File: config.mk
export PLATFORM = sky130hd
export DESIGN_NAME = dp_arbiter
export DESIGN_NICKNAME = d
export VERILOG_FILES = /design/src/rtl/dp_arbiter_pkg.sv /design/src/rtl/dp_arbiter_rr_pick.sv /design/src/rtl/dp_arbiter.sv
export SDC_FILE = /design/constraint.sdc
export NUM_CORES = 1
export LEC_CHECK = 0
export CORE_MARGIN = 8
export CORE_UTILIZATION = 37
export DETAILED_ROUTE_END_ITERATION = 10
export GPL_TIMING_DRIVEN = 0
export PLACE_DENSITY = 0.85
export SKIP_LAST_GASP = 1
export SYNTH_ARGS = -nofsm -noshare
export SYNTH_HDL_FRONTEND = slang
export SYNTH_SLANG_ARGS = --single-unit
File: constraint.sdc
create_clock -name clk -period 2.4 [get_ports clk]
set_input_delay 0.48 -clock clk [delete_from_list [all_inputs] [get_ports clk]]
set_output_delay 0.48 -clock clk [all_outputs]
set_load 0.03 [all_outputs]
File: src/rtl/dp_arbiter_pkg.sv
// Shared types for the data-pointer port arbiter: segment selector,
// per-requester command bundle and arbiter FSM states.
package dp_arbiter_pkg;

   typedef enum logic [2:0] {
      DS0 = 3'd0,
      DS1 = 3'd1,
      ES  = 3'd2,
      SS  = 3'd3,
      CS  = 3'd4
   } sreg_index_e;

   typedef struct packed {
      logic [15:0] addr;
      logic [15:0] dout;
      sreg_index_e sreg;
      logic        write;
      logic        wide;
      logic        io;
      logic        zero_seg;
   } dp_cmd_t;

   typedef enum logic [1:0] {
      ST_IDLE  = 2'd0,
      ST_ISSUE = 2'd1,
      ST_WAIT  = 2'd2
   } arb_state_e;

   localparam dp_cmd_t DP_CMD_RESET = '{
      addr:     16'h0000,
      dout:     16'h0000,
      sreg:     DS0,
      write:    1'b0,
      wide:     1'b0,
      io:       1'b0,
      zero_seg: 1'b0
   };

endpackage

File: src/rtl/dp_arbiter_rr_pick.sv
// Combinational round-robin picker: first pending requester found when
// scanning upward from last+1, wrapping around to last itself.
module dp_arbiter_rr_pick #(
   parameter int NUM_REQ = 3,
   parameter int IW      = $clog2(NUM_REQ)
) (
   input  logic [NUM_REQ-1:0] pending,
   input  logic [IW-1:0]      last,
   output logic               valid,
   output logic [IW-1:0]      index
);

   int          cand;
   logic [IW-1:0] cidx;

   // Scan NUM_REQ candidates in rotation order; the earliest hit wins
   always_comb begin
      valid = 1'b0;
      index = '0;
      cand  = 0;
      cidx  = '0;
      for (int k = 1; k <= NUM_REQ; k++) begin
         cand = int'(last) + k;
         if (cand >= NUM_REQ) begin
            cand = cand - NUM_REQ;
         end else begin
            cand = cand;
         end
         cidx = cand[IW-1:0];
         if (!valid && pending[cidx]) begin
            valid = 1'b1;
            index = cidx;
         end else begin
            valid = valid;
            index = index;
         end
      end
   end

endmodule

File: src/rtl/dp_arbiter.sv
// Shares the bus control unit's data-pointer port between several toggle-handshake
// requesters, round-robin with an optional bus lock held by the last grantee.
module dp_arbiter
   import dp_arbiter_pkg::*;
#(
   parameter int NUM_REQ = 3
) (
   input  logic                      clk,
   input  logic                      n_reset,
   input  logic                      ce_1,
   input  logic                      ce_2,
   input  logic [NUM_REQ-1:0]        rq_req,
   output logic [NUM_REQ-1:0]        rq_ack,
   input  dp_cmd_t [NUM_REQ-1:0]     rq_cmd,
   input  logic [NUM_REQ-1:0]        rq_lock,
   output logic [15:0]               rq_din,
   output logic [15:0]               dp_addr,
   output logic [15:0]               dp_dout,
   output sreg_index_e               dp_sreg,
   output logic                      dp_write,
   output logic                      dp_wide,
   output logic                      dp_io,
   output logic                      dp_zero_seg,
   output logic                      dp_req,
   input  logic                      dp_ready,
   input  logic [15:0]               dp_din,
   output logic                      buslock_prefix,
   output logic [$clog2(NUM_REQ)-1:0] owner,
   output logic                      busy
);

   localparam int IW = $clog2(NUM_REQ);

   arb_state_e          state;
   arb_state_e          next_state;
   dp_cmd_t             cur;
   logic                en;
   logic                wait_skip;
   logic                locked_valid;
   logic [IW-1:0]       locked_owner;
   logic [IW-1:0]       last_grant;
   logic [NUM_REQ-1:0]  pending;
   logic [NUM_REQ-1:0]  eligible;
   logic [NUM_REQ-1:0]  lock_mask;
   logic                lock_hold;
   logic                pick_valid;
   logic [IW-1:0]       pick_index;
   logic                do_pick;
   logic                do_issue;
   logic                do_skip_clr;
   logic                do_done;
   logic                do_unlock;

   assign en      = ce_1 | ce_2;
   assign pending = rq_req ^ rq_ack;

   assign dp_addr     = cur.addr;
   assign dp_dout     = cur.dout;
   assign dp_sreg     = cur.sreg;
   assign dp_write    = cur.write;
   assign dp_wide     = cur.wide;
   assign dp_io       = cur.io;
   assign dp_zero_seg = cur.zero_seg;

   assign buslock_prefix = locked_valid | (busy & rq_lock[owner]);

   // A held lock restricts eligibility to the locked owner only
   always_comb begin
      lock_mask               = '0;
      lock_mask[locked_owner] = 1'b1;
      lock_hold               = locked_valid & rq_lock[locked_owner];
      if (lock_hold) begin
         eligible = pending & lock_mask;
      end else begin
         eligible = pending;
      end
   end

   dp_arbiter_rr_pick #(
      .NUM_REQ (NUM_REQ),
      .IW      (IW)
   ) u_rr_pick (
      .pending (eligible),
      .last    (last_grant),
      .valid   (pick_valid),
      .index   (pick_index)
   );

   // Next-state and action strobes; nothing happens without a clock enable
   always_comb begin
      next_state  = state;
      do_pick     = 1'b0;
      do_issue    = 1'b0;
      do_skip_clr = 1'b0;
      do_done     = 1'b0;
      do_unlock   = 1'b0;
      if (en) begin
         case (state)
            ST_IDLE: begin
               do_unlock = locked_valid & ~rq_lock[locked_owner];
               if (pick_valid) begin
                  do_pick    = 1'b1;
                  next_state = ST_ISSUE;
               end else begin
                  next_state = ST_IDLE;
               end
            end
            ST_ISSUE: begin
               do_issue   = 1'b1;
               next_state = ST_WAIT;
            end
            ST_WAIT: begin
               // dp_ready still shows the pre-toggle idle level on the first cycle
               if (wait_skip) begin
                  do_skip_clr = 1'b1;
                  next_state  = ST_WAIT;
               end else if (dp_ready) begin
                  do_done    = 1'b1;
                  next_state = ST_IDLE;
               end else begin
                  next_state = ST_WAIT;
               end
            end
            default: begin
               next_state = ST_IDLE;
            end
         endcase
      end else begin
         next_state = state;
      end
   end

   // FSM state register
   always_ff @(posedge clk or negedge n_reset) begin
      if (!n_reset) begin
         state <= ST_IDLE;
      end else begin
         state <= next_state;
      end
   end

   // Transfer registers, handshake toggles and lock bookkeeping
   always_ff @(posedge clk or negedge n_reset) begin
      if (!n_reset) begin
         cur          <= DP_CMD_RESET;
         dp_req       <= 1'b0;
         rq_ack       <= '0;
         rq_din       <= 16'hffff;
         owner        <= '0;
         busy         <= 1'b0;
         last_grant   <= IW'(NUM_REQ - 1);
         locked_valid <= 1'b0;
         locked_owner <= '0;
         wait_skip    <= 1'b0;
      end else begin
         if (do_pick) begin
            cur   <= rq_cmd[pick_index];
            owner <= pick_index;
            busy  <= 1'b1;
         end
         if (do_issue) begin
            dp_req    <= ~dp_req;
            wait_skip <= 1'b1;
         end
         if (do_skip_clr) begin
            wait_skip <= 1'b0;
         end
         if (do_done) begin
            if (!cur.write) begin
               rq_din <= dp_din;
            end
            rq_ack[owner] <= ~rq_ack[owner];
            last_grant    <= owner;
            locked_owner  <= owner;
            locked_valid  <= rq_lock[owner];
            busy          <= 1'b0;
         end
         if (do_unlock) begin
            locked_valid <= 1'b0;
         end
      end
   end

endmodule

### Word level (Yosys, flattened, before mapping)

Cells that the tools add are included.

| word-level totals | value |
|---|---|
| bits in registers | 70 |
| bits of input ports | 144 |
| output and inout bits | 63 |

| cells by class | value |
|---|---|
| add/sub/neg operators | 6 |
| magnitude comparators | 11 |
| equal/unequal tests | 2 |
| multiplexer cells | 53 |
| bitwise logic cells | 11 |
| reduce and logical (&&, ||, !) cells | 11 |

Operator list:

| operator | count |
|---|---|
| 39-bit binary-select mux with 2-bit select | 1 |
| 39-bit 2-to-1 mux | 1 |
| 1-bit 2-to-1 mux | 32 |
| 2-bit by 3-bit < comparator with 1-bit output (second input constant) | 6 |
| 2-bit 2-to-1 mux | 8 |
| 1-bit binary-select mux with 2-bit select | 6 |
| 3-bit by 2-bit >= comparator with 1-bit output (second input constant) | 3 |
| 2-bit by 2-bit adder with 3-bit output (second input constant) | 2 |
| 2-bit case mux with 3 select lines | 1 |
| 2-bit nonzero test | 3 |
| 2-bit by 1-bit subtractor with 2-bit output (second input constant) | 3 |
| 1-bit demux with 2-bit select | 2 |
| 2-bit by 1-bit >= comparator with 1-bit output (second input constant) | 2 |
| 1-bit logical AND | 4 |
| 1-bit NOT | 4 |
| 2-bit by 1-bit adder with 3-bit output (second input constant) | 1 |
| 1-bit bitwise AND | 3 |
| 3-bit bitwise AND | 1 |
| 3-bit bitwise mux | 1 |
| 3-bit 2-to-1 mux | 1 |
| 3-bit XOR | 1 |
| 2-bit by 1-bit == test with 1-bit output (second input constant) | 1 |
| 2-bit == test (second input constant) | 1 |
| 1-bit logical NOT | 2 |
| other kinds (3) | 4 |

### Logic depth before layout (Yosys ltp)

Gate-level depths: netlist (run 1).

| depth | value |
|---|---|
| word-level depth | 20 |
| gate-level depth with buffers | 12 |
| gate-level depth less buffers | 9 |

### By module

A second synthesis (run 1) with hierarchy kept.

| unflattened totals | value |
|---|---|
| cell total of the unflattened synthesis | 304 |
| area, all modules | 3806.2 µm² |

By module, submodules not included:

| module | instances | cells each | area an instance (µm²) |
|---|---|---|---|
| dp_arbiter | 1 | 275 | 3641.0 |
| dp_arbiter_rr_pick | 1 | 29 | 165.2 |

### Worst setup path before layout (run 1)

Ideal clock, no wire load.

| timing | value |
|---|---|
| path type | register -> register |
| start point | register last_grant[1] |
| end point | register cur (netlist bit dp_dout[2]) |
| arrival | 2137 ps |
| required time | 2272 ps |
| slack | 136 ps |
| stages on the path, launching flop included | 10 |
| buffers on the path | 1 |
| period minus slack after synthesis | 2264 ps |
| cells stage by stage | dfstp_2 > inv_1 > ha_1 > inv_1 > or3_1 > o221a_4 > nand2b_4 > buf_6 > a211oi_2 > o31ai_2 |

| between the ends | value |
|---|---|
| word-level cells in the longest chain between the ends | 15 |
| elaborated cells between the ends (all ways) | 33 |
| classes of those cells | add/sub: 6; order compare: 3; mux: 20; reduce/logical: 4 |

Ends and longest elaborated chain:

| what | line | text |
|---|---|---|
| start, declared | dp_arbiter.sv:41 | `logic [IW-1:0] last_grant;` |
| start signal, assigned | dp_arbiter.sv:151 | `last_grant <= IW'(NUM_REQ - 1);` |
| start signal, assigned | dp_arbiter.sv:173 | `last_grant <= owner;` |
| 2-bit by 1-bit adder with 3-bit output | dp_arbiter_rr_pick.sv:23 | `cand = int'(last) + k;` |
| 3-bit by 2-bit >= comparator with 1-bit output or 2-bit by 1-bit subtractor with 2-bit output (tied branches) | dp_arbiter_rr_pick.sv:24, dp_arbiter_rr_pick.sv:25 |  |
| 2-bit 2-to-1 mux | dp_arbiter_rr_pick.sv:24 | `if (cand >= NUM_REQ) begin` |
| 1-bit binary-select mux with 2-bit select | dp_arbiter_rr_pick.sv:30 | `if (!valid && pending[cidx]) begin` |
| 1-bit 2-to-1 mux (implied by the code) | dp_arbiter_rr_pick.sv:30 |  |
| 1-bit 2-to-1 mux | dp_arbiter_rr_pick.sv:30 |  |
| 1-bit logical NOT | dp_arbiter_rr_pick.sv:30 |  |
| 1-bit logical AND | dp_arbiter_rr_pick.sv:30 |  |
| 1-bit 2-to-1 mux | dp_arbiter_rr_pick.sv:30 |  |
| 1-bit logical NOT | dp_arbiter_rr_pick.sv:30 |  |
| 1-bit logical AND | dp_arbiter_rr_pick.sv:30 |  |
| 1-bit 2-to-1 mux | dp_arbiter_rr_pick.sv:30 |  |
| 1-bit 2-to-1 mux | dp_arbiter.sv:101 | `if (pick_valid) begin` |
| 1-bit 2-to-1 mux | dp_arbiter.sv:98 | `case (state)` |
| 1-bit 2-to-1 mux | dp_arbiter.sv:97 | `if (en) begin` |
| end signal, assigned | dp_arbiter.sv:157 | `cur <= rq_cmd[pick_index];` |
| end, declared | dp_arbiter.sv:36 | `dp_cmd_t cur;` |

Parallel ways exist; a longest one is shown, timed or not. The select of a mux whose other input is x is not followed.
A chain may end at the register's enable or synchronous reset.

### Final worst setup path (run 1)

| timing | value |
|---|---|
| start point | register locked_owner[0] |
| end point | register cur (netlist bit dp_dout[8]) |

| between the ends | value |
|---|---|
| word-level cells in the longest chain between the ends | 18 |
| elaborated cells between the ends (all ways) | 31 |
| classes of those cells | order compare: 2; mux: 22; bitwise: 2; reduce/logical: 5 |

Ends and longest elaborated chain:

| what | line | text |
|---|---|---|
| start, declared | dp_arbiter.sv:40 | `logic [IW-1:0] locked_owner;` |
| start signal, assigned | dp_arbiter.sv:174 | `locked_owner <= owner;` |
| 2-bit by 3-bit < comparator with 1-bit output (implied by the code) or 2-bit by 1-bit >= comparator with 1-bit output (tied branches) | dp_arbiter.sv:70 | `lock_mask[locked_owner] = 1'b1;` |
| 1-bit logical AND (implied by the code) | dp_arbiter.sv:70 |  |
| 1-bit 2-to-1 mux (implied by the code) | dp_arbiter.sv:70 |  |
| 1-bit demux with 2-bit select | dp_arbiter.sv:70 |  |
| 3-bit bitwise AND | dp_arbiter.sv:73 | `eligible = pending & lock_mask;` |
| 3-bit 2-to-1 mux * | dp_arbiter.sv:72 | `if (lock_hold) begin` |
| 1-bit binary-select mux with 2-bit select | dp_arbiter_rr_pick.sv:30 |  |
| 1-bit 2-to-1 mux (implied by the code) | dp_arbiter_rr_pick.sv:30 |  |
| [2 not listed] | - |  |
| 1-bit logical AND | dp_arbiter_rr_pick.sv:30 |  |
| 1-bit 2-to-1 mux | dp_arbiter_rr_pick.sv:30 |  |
| 1-bit logical NOT | dp_arbiter_rr_pick.sv:30 |  |
| 1-bit logical AND | dp_arbiter_rr_pick.sv:30 |  |
| 1-bit 2-to-1 mux | dp_arbiter_rr_pick.sv:30 |  |
| 1-bit 2-to-1 mux | dp_arbiter.sv:101 |  |
| 1-bit 2-to-1 mux | dp_arbiter.sv:98 |  |
| 1-bit 2-to-1 mux | dp_arbiter.sv:97 |  |

Mark *: on every way between the ends. The rest lies on a longest branch, timed or not. The select of a mux whose other input is x is not followed.

==> results.json, run 1 <==
{
  "status": "finished with violations",
  "violations": "negative setup slack",
  "stdcell_area_mm2": 0.00705,
  "routabilityCongestion": 0.848,
  "finalMaxSlewViolations": 0,
  "fillers": 924,
  "ys_types": 47,
  "period_minus_slack_ps": 2430,
  "muxShareOfSynthArea_pct": 5.32,
  "grt_antenna_before_repair": 0,
  "worst_pin_slew_ps": 886,
  "cp-end-kind": "flop",
  "power_density_mw_per_mm2": 1640,
  "coreArea_mm2": 0.0113,
  "grt_pass1_vias": 4284,
  "max_freq_mhz": 412,
  "fin_crit_sh_pct": 101,
  "yosysWarnings": 0,
  "cp-start-kind": "flop",
  "dieArea_mm2": 0.0150,
  "place_hpwl_mm": 11.5,
  "synth_xor_xnor_area_share_pct": 1.46,
  "relSlewSlack_pct": 41.0,
  "cp_cell_sequence": "buf_6 -> clkinvlp_4 -> ha_4 -> inv_4 -> or3_4 -> o221a_4 -> nand2b_4 -> buf_12 -> a211oi_4 -> o31ai_1",
  "wl_per_cell_um": 18.3,
  "h-tree-depth": 3,
  "seq_area_frac_synth_pct": 41.6,
  "cts_tree": "yes",
  "ys_ff_latch": 69,
  "track_usage_pct": 18.6,
  "finClkSkew_ps": 5.77,
  "crit_fanout": 10,
  "cp_top_family": "simple AND/OR/NAND/NOR gates",
  "rsz0062_at_grt": "true",
  "dr_total_vias": 4187,
  "drt_iter0_drc": 222,
  "die_w_um": 123,
  "cts_buffers": 9,
  "firstDrtPassIters": 4,
  "synth_area_mm2": 0.00421,
  "ios": 207,
  "placed_area_mm2": 0.00644,
  "peakVddDrop_v": 0.000774,
  "synthCells": 439,
  "synthArstFlopShare_pct": 100,
  "fin_util_pct": 62.5,
  "syn_avg_cell_area_um2": 9.58,
  "final_layout_size_suffix_gt1_share_pct": 25.0,
  "grt_pass1_wl_mm": 21.9,
  "insertion_delay_ps": 320,
  "synth_ff_type": "dfrtp_1",
  "crit_buf_inv": 4,
  "fin_nets": 811,
  "critPathKind": "flop to flop",
  "antenna_left": 0,
  "grt_max_degree": 70,
  "start_util_pct": 37.3,
  "root_buffer": "clkbuf_16",
  "hold_class": "primary input to asynchronous set/reset pin",
  "p_leak_nw": 2.88,
  "setup_ws_ps": -30.0,
  "clk_path_buf_depth": 2,
  "diodes": 0,
  "drc": 0,
  "synth_top_family_by_area": "compound AO/OA/AOI/OAI gates",
  "crit_slowest_cell": "or3_4",
  "arrival_ps": 2630,
  "syn_to_final_growth_pct": 67.5,
  "hold_viol_final": 0,
  "syn_nets": 586,
  "avgViaCountPerCell": 5.16,
  "dieHeight_um": 123,
  "required_ps": 2600,
  "wl_mm": 14.8,
  "synth_edf_count": 0,
  "fin_cells": 812,
  "setup_violations": 8,
  "synth-compound-area-share_pct": 24.9,
  "rows": 39,
  "cap_viol_max_count": 0,
  "io_buffers": 206,
  "synthAdderAreaFrac_pct": 0.892,
  "synth_simple_gate_area_share_pct": 20.2,
  "cts.sinks": 69,
  "cpPeakStageDelay_ps": 380,
  "clk_pin_slew_ps": 60,
  "post-place-cells": 788,
  "overflow": 0
}
power by group:
part,total (mW),leakage (nW),switching [mW],internal [mW]
clock,1.49,0.173,0.499,0.990
sequential,2.21,0.820,0.372,1.84
combinational,7.83,1.89,4.44,3.39
cell type report:
| cell class | count | area (um2) | area share (%) |
|---|---|---|---|
| plain buffers | 30 | 279 | 3.96 |
| clock buffers | 13 | 303 | 4.30 |
| clock inverters | 3 | 45.0 | 0.639 |
| inverters | 8 | 36.3 | 0.515 |
| multi-input cells | 330 | 2300 | 32.7 |
| flip-flops and latches | 69 | 1750 | 24.8 |
| well taps | 143 | 179 | 2.54 |
| repair buffers | 216 | 2160 | 30.6 |
placed cells by master, fill, tap and decap left out, types with 8 or more instances in the layout:
cell / netlist / layout
nor2_4: 10 / 10
o31ai_1: 29 / 28
o31ai_2: 10 / 11
buf_2: 11 / 8
nor2_1: 74 / 73
clkdlybuf4s50_1: 0 / 202
a211oi_2: 39 / 36
clkbuf_16: 0 / 12
dfrtp_1: 52 / 52
buf_4: 1 / 12
o21ai_0: 8 / 8
nand2_1: 92 / 92
mux2_2: 16 / 16
dfstp_2: 17 / 17
per-layer routing:
layer	vias to the layer above	part of all wire, %	GRT usage, %
li1	1972	-	-
met1	2006	38	20.7
met2	172	50	32.8
met3	37	7.8	4.74
met4	0	3.6	8.30
met5	-	0	0
stage by stage:
stage                     hold slack [ps]  setup TNS [ps]  worst slack [ps]  power (mW)
after floorplan                       184               0               136        7.13
after global placement                458         -105890             -1410        9.22
after detailed placement              458          -25630              -546        9.44
after CTS                             309               0              2.47        11.1
after global routing                  340           -2390              -121        12.2
final                                 278            -109             -30.0        11.5
cell usage after synthesis, types with 2 or more instances:
| master | instances | share of area, % |
|---|---|---|
| nand2_1 | 92 | 8.2 |
| nor2_1 | 74 | 6.6 |
| dfrtp_1 | 52 | 31 |
| a211oi_2 | 39 | 12 |
| o31ai_1 | 29 | 5.2 |
| dfstp_2 | 17 | 11 |
| mux2_2 | 16 | 4.3 |
| buf_2 | 11 | 1.3 |
| clkbuf_1 | 10 | 0.89 |
| nor2_4 | 10 | 2.7 |
| o31ai_2 | 10 | 3.0 |
| inv_1 | 8 | 0.71 |
| o21ai_0 | 8 | 0.95 |
| buf_6 | 7 | 1.9 |
| xor2_1 | 6 | 1.2 |
| a21oi_1 | 5 | 0.59 |
| o21ai_1 | 4 | 0.48 |
| ha_1 | 3 | 0.89 |
| mux2i_1 | 3 | 0.71 |
| nand3_1 | 3 | 0.36 |
| buf_1 | 2 | 0.18 |
| nand2b_1 | 2 | 0.30 |
| nand4b_1 | 2 | 0.42 |
| nor3_1 | 2 | 0.24 |
| o21a_1 | 2 | 0.36 |
state kept, by name, indices dropped and copies added (netlist names):
| signal | flops |
|---|---|
| dp_dout | 16 |
| wait_skip | 1 |
| dp_wide | 1 |
| locked_valid | 1 |
| last_grant | 1 |
| dp_zero_seg | 1 |
| dp_addr | 16 |
| owner | 2 |
| state | 2 |
| rq_din | 16 |
| locked_owner | 2 |
| dp_io | 1 |
| dp_write | 1 |
| rq_ack | 3 |
| busy | 1 |
| dp_req | 1 |
| dp_sreg | 3 |
cell families (layout without fill, tap and decap cells):
| kind of cell | after synthesis | after routing |
|---|---|---|
| and+or+nand+nor | 193 | 193 |
| DFF | 69 | 69 |
| adders and majority gates | 3 | 3 |
| AOI/OAI and AO/OA | 107 | 107 |
| buffers and inverters | 40 | 270 |
| xor gates and xnor gates | 7 | 7 |
| muxes | 20 | 20 |
path summary, 6_finish.rpt:
check / startpoint / endpoint / slack [ps] / cells past startpoint
worst max-delay path: locked_owner[0]$_DFFE_PN0P_ / dp_dout[8]$_DFFE_PN0P_ / -30 / 10
worst min-delay path: n_reset / dp_req$_DFFE_PN0P_ / 280 / 1
worst max register to register: locked_owner[0]$_DFFE_PN0P_ / dp_dout[8]$_DFFE_PN0P_ / -30 / 10
worst min register to register: dp_req$_DFFE_PN0P_ / dp_req$_DFFE_PN0P_ / 460 / 1
max in group asynchronous: n_reset / dp_addr[12]$_DFFE_PN0P_ / 1540 / 1
min in group clk: dp_req$_DFFE_PN0P_ / dp_req$_DFFE_PN0P_ / 460 / 1
what timing repair did:
item	CTS	global route
buffers inserted	2	7
endpoints found under the setup margin	52	54
gates resized for setup	20	32
hold buffers	0	0
pin swaps	1	12
cloned	0	1
Power figures use the tool's default switching activity.
==> run 2: changes to the inputs <==
--- a/config.mk
+++ b/config.mk
@@ -9,7 +9,7 @@
 export CORE_UTILIZATION = 37
 export DETAILED_ROUTE_END_ITERATION = 10
 export GPL_TIMING_DRIVEN = 0
-export PLACE_DENSITY = 0.85
+export PLACE_DENSITY = 0.75
 export SKIP_LAST_GASP = 1
 export SYNTH_ARGS = -nofsm -noshare
 export SYNTH_HDL_FRONTEND = slang
==> results.json, run 2 (synthesis results as in run 1) <==
{
  "critPathKind": "flop to flop",
  "worstReg2RegStart": "locked_owner[0]$_DFFE_PN0P_",
  "grt_use_met3_pct": 5.57,
  "cp_top_family": "simple AND/OR/NAND/NOR gates",
  "routabilityCongestion": 0.821,
  "avgViaCountPerCell": 5.09,
  "cp-end-kind": "flop",
  "grt_pass1_wl_mm": 22.3,
  "hold_viol_final": 0,
  "mostFrequentLayoutCell": "clkdlybuf4s50_1",
  "cts_tree": "yes",
  "rows": 39,
  "crit_fanout": 7,
  "placed_area_mm2": 0.00644,
  "finClkSkew_ps": 7.49,
  "arrival_ps": 2600,
  "cap_viol_max_count": 0,
  "crit_buf_inv": 4,
  "dieHeight_um": 123,
  "cp-start-kind": "flop",
  "stdcell_area_mm2": 0.00715,
  "final_cell_mix": "clkdlybuf4s50_1 (200), nand2_1 (92), nor2_1 (73), dfrtp_1 (52), a211oi_2 (32)",
  "track_usage_pct": 19.0,
  "period_minus_slack_ps": 2400,
  "cts.sinks": 69,
  "fin_cells": 815,
  "crit_cells": 10,
  "r2r_slack_ps": 4,
  "overflow": 0,
  "setup_violations": 0,
  "grt_antenna_before_repair": 2,
  "clk_pin_slew_ps": 60,
  "reg2regPathDepth": 10,
  "io_buffers": 206,
  "die_w_um": 123,
  "grt-busiest-layer": "met2",
  "rsz0062_at_grt": "true",
  "antenna_left": 0,
  "firstDrtPassIters": 4,
  "cpPeakStageDelay_ps": 350,
  "final_layout_size_suffix_gt1_share_pct": 25.1,
  "start_util_pct": 37.3,
  "grt_max_degree": 70,
  "max_freq_mhz": 417,
  "worst_pin_slew_ps": 871,
  "fin_crit_sh_pct": 99.8,
  "required_ps": 2610,
  "fin_nets": 812,
  "root_buffer": "clkbuf_16",
  "dieArea_mm2": 0.0150,
  "ios": 207,
  "coreArea_mm2": 0.0113,
  "grtUsageMet2_pct": 32.3,
  "status": "complete, no violations",
  "post-place-cells": 788,
  "relSlewSlack_pct": 42.0,
  "crit_slowest_cell": "dfrtp_1",
  "use_met1_pct": 21.6,
  "drt_iter0_drc": 203,
  "dr_total_vias": 4151,
  "finalMaxSlewViolations": 0,
  "wl_per_cell_um": 18.4,
  "h-tree-depth": 3,
  "p_leak_nw": 2.92,
  "power_density_mw_per_mm2": 1650,
  "place_hpwl_mm": 11.4,
  "wl_mm": 15.0,
  "cts_hold_buf": 0,
  "grt_pass1_vias": 4292,
  "drc": 0,
  "regToRegEndpoint": "dp_dout[15]$_DFFE_PN0P_",
  "cts_buffers": 9,
  "hold_class": "primary input to asynchronous set/reset pin",
  "cp_cell_sequence": "buf_6 -> clkinvlp_4 -> ha_4 -> inv_4 -> or3_4 -> o221a_4 -> nand2b_4 -> buf_12 -> a211oi_4 -> o31ai_4",
  "clk_path_buf_depth": 2,
  "insertion_delay_ps": 330,
  "syn_to_final_growth_pct": 70.1,
  "peakVddDrop_v": 0.000890
}
-- run 2: how the worst max path moves through the flow --
| stage | from | endpoint |
|---|---|---|
| after floorplan | last_grant[1]$_DFFE_PN1P_ | dp_dout[2]$_DFFE_PN0P_ |
| after global placement | n_reset | dp_addr[5]$_DFFE_PN0P_ |
| after detailed placement | rq_req[1] | dp_dout[15]$_DFFE_PN0P_ |
| after CTS | ce_2 | rq_din[11]$_DFFE_PN1P_ |
| after global routing | locked_owner[0]$_DFFE_PN0P_ | dp_dout[15]$_DFFE_PN0P_ |
| final | locked_owner[0]$_DFFE_PN0P_ | dp_dout[15]$_DFFE_PN0P_ |
-- run 2: what timing repair did --
item	4_1_cts	5_1_grt
endpoints found under the hold margin	0	0
endpoints found under the setup margin	52	54
pin swaps	3	28
gates resized for setup	24	49
gates cloned	0	3
buffers inserted	5	3
-- run 2: where the power goes --
group | internal, mW | switching [mW]
registers | 1.84 | 0.369
clock network | 0.891 | 0.487
logic | 3.63 | 4.57
total | 6.36 | 5.43
-- run 2: per-layer routing --
layer  routed length (um)  part of all wire [%]
met1                 5940                    40
met2                 7420                    49
met3                 1250                   8.3
met4                  400                   2.7
met5                    0                     0
-- run 2: stage by stage --
| step | hold WS [ps] | total power, mW | util [%] | TNS, ps | worst slack [ps] |
|---|---|---|---|---|---|
| floorplan | 184 | 7.13 | - | 0 | 136 |
| global placement | 455 | 9.23 | 57.2 | -116590 | -1500 |
| detailed placement | 457 | 9.44 | 57.2 | -27680 | -643 |
| CTS | 303 | 11.1 | 61.0 | 0 | 2.84 |
| global route | 340 | 12.5 | 63.5 | -1440 | -96.9 |
| finish | 259 | 11.8 | 63.5 | 0 | 3.69 |
-- run 2: cell type report --
| class | instances | area [um2] |
|---|---|---|
| Antenna cell | 2 | 5.00 |
| Timing Repair Buffer | 217 | 2200 |
| Buffer | 30 | 287 |
| Clock inverter | 1 | 6.26 |
| Inverter | 8 | 36.3 |
| Clock buffer | 15 | 312 |
| Tap cell | 143 | 179 |
| Fill cell | 969 | 4120 |
| Sequential cell | 69 | 1750 |
| Multi-Input combinational cell | 330 | 2380 |
==> run 3: changes to the inputs <==
--- a/config.mk
+++ b/config.mk
@@ -7,6 +7,7 @@
 export LEC_CHECK = 0
 export CORE_MARGIN = 8
 export CORE_UTILIZATION = 37
+export CTS_BUF_LIST = sky130_fd_sc_hd__clkbuf_16
 export DETAILED_ROUTE_END_ITERATION = 10
 export GPL_TIMING_DRIVEN = 0
 export PLACE_DENSITY = 0.75
==> results.json, run 3 (synthesis results as in run 1) <==
{
  "status": "complete, no violations",
  "p_leak_nw": 2.93,
  "routabilityCongestion": 0.821,
  "cts_hold_buf": 0,
  "power_density_mw_per_mm2": 1650,
  "coreArea_mm2": 0.0113,
  "setup_violations": 0,
  "period_minus_slack_ps": 2400,
  "setup_ws_ps": 3.67,
  "finalMaxSlewViolations": 0,
  "firstDrtPassIters": 4,
  "worst_pin_slew_ps": 871,
  "cts_buffers": 9,
  "relSlewSlack_pct": 41.9,
  "drc": 0,
  "cap_viol_max_count": 0,
  "drt_iter0_drc": 202,
  "stdcell_area_mm2": 0.00715,
  "insertion_delay_ps": 330,
  "place_ws_ps": -643,
  "cpPeakStageDelay_ps": 350,
  "p_total_mw": 11.8,
  "cp-end-kind": "flop",
  "syn_to_final_growth_pct": 70.1,
  "io_buffers": 206,
  "mostFrequentLayoutCell": "clkdlybuf4s50_1",
  "cp_top_family": "simple AND/OR/NAND/NOR gates",
  "peakVddDrop_v": 0.000890,
  "overflow": 0,
  "cp-start-kind": "flop",
  "fin_nets": 812,
  "dr_total_vias": 4139,
  "arrival_ps": 2600,
  "wl_mm": 15.0,
  "cts_tree": "yes",
  "grt_antenna_before_repair": 2,
  "cts.sinks": 69,
  "dieArea_mm2": 0.0150,
  "grt_pass1_wl_mm": 22.3,
  "final_cell_mix": "clkdlybuf4s50_1 (200), nand2_1 (92), nor2_1 (73), dfrtp_1 (52), a211oi_2 (32)",
  "critPathKind": "flop to flop",
  "dieHeight_um": 123,
  "clk_path_buf_depth": 2,
  "track_usage_pct": 19.0,
  "holdWs_ps": 259,
  "start_util_pct": 37.3,
  "antenna_left": 0,
  "fin_crit_sh_pct": 99.8,
  "rsz0062_at_grt": "true",
  "crit_buf_inv": 4,
  "crit_fanout": 7,
  "h-tree-depth": 3,
  "root_buffer": "clkbuf_16",
  "ios": 207,
  "finClkSkew_ps": 7.50,
  "grt_max_degree": 70,
  "final_layout_size_suffix_gt1_share_pct": 25.1,
  "crit_slowest_cell": "dfrtp_1",
  "clk_pin_slew_ps": 60,
  "placed_area_mm2": 0.00644,
  "required_ps": 2610,
  "fin_cells": 815,
  "grt_pass1_vias": 4292,
  "die_w_um": 123,
  "max_freq_mhz": 417,
  "cp_cell_sequence": "buf_6 -> clkinvlp_4 -> ha_4 -> inv_4 -> or3_4 -> o221a_4 -> nand2b_4 -> buf_12 -> a211oi_4 -> o31ai_4",
  "post-place-cells": 788,
  "hold_viol_final": 0,
  "place_hpwl_mm": 11.4,
  "avgViaCountPerCell": 5.08,
  "rows": 39,
  "hold_class": "primary input to asynchronous set/reset pin",
  "wl_per_cell_um": 18.4
}
-- run 3: cell types whose count changed in the layout (fill, tap and decap cells not counted), sizes merged --
cell and delta:
inv +3, clkbuf -3
-- run 3: final timing paths --
| path | cells after the start | start | to | slack (ps) |
|---|---|---|---|---|
| min | 1 | n_reset | rq_ack[2]$_DFFE_PN0P_ | 260 |
| max | 10 | locked_owner[0]$_DFFE_PN0P_ | dp_dout[15]$_DFFE_PN0P_ | 4 |
| min in group clk | 1 | dp_req$_DFFE_PN0P_ | dp_req$_DFFE_PN0P_ | 470 |
| max in group asynchronous | 1 | n_reset | dp_addr[14]$_DFFE_PN0P_ | 1550 |
| min reg2reg | 1 | dp_req$_DFFE_PN0P_ | dp_req$_DFFE_PN0P_ | 470 |
| max reg2reg | 10 | locked_owner[0]$_DFFE_PN0P_ | dp_dout[15]$_DFFE_PN0P_ | 4 |
-- run 3: cell type report --
type                    instances  area, um2
plain buffers                  30        287
clock buffers                  12        300
repair buffers                217       2200
flip-flops and latches         69       1750
diodes                          2       5.00
clock inverters                 4       17.5
fillers                       969       4120
multi-input cells             330       2380
inverters                       8       36.3
well taps                     143        179
-- run 3: through the flow --
| stage | TNS [ps] | util [%] |
|---|---|---|
| after floorplan | 0 | - |
| after global placement | -116590 | 57.2 |
| after detailed placement | -27680 | 57.2 |
| after CTS | 0 | 61.0 |
| after global routing | -1440 | 63.5 |
| final | 0 | 63.5 |
-- run 3: per-layer routing --
layer	up-vias	track usage, %	wire, um
li1	1978	-	-
met1	1983	21.6	5950
met2	156	32.3	7440
met3	22	5.57	1240
met4	0	8.91	384
met5	-	0	0
-- run 3: timing repair --
action | CTS | global route
buffers inserted | 5 | 3
pin swaps | 3 | 28
hold endpoints to repair | 0 | 0
resized for setup | 24 | 49
endpoints found under the setup margin | 52 | 54
gates cloned | 0 | 3
-- run 3: report_power, final --
part | internal (mW) | leakage, nW | switching [mW]
Sequential | 1.84 | 0.820 | 0.369
Clock | 0.878 | 0.168 | 0.487
Combinational | 3.63 | 1.94 | 4.57
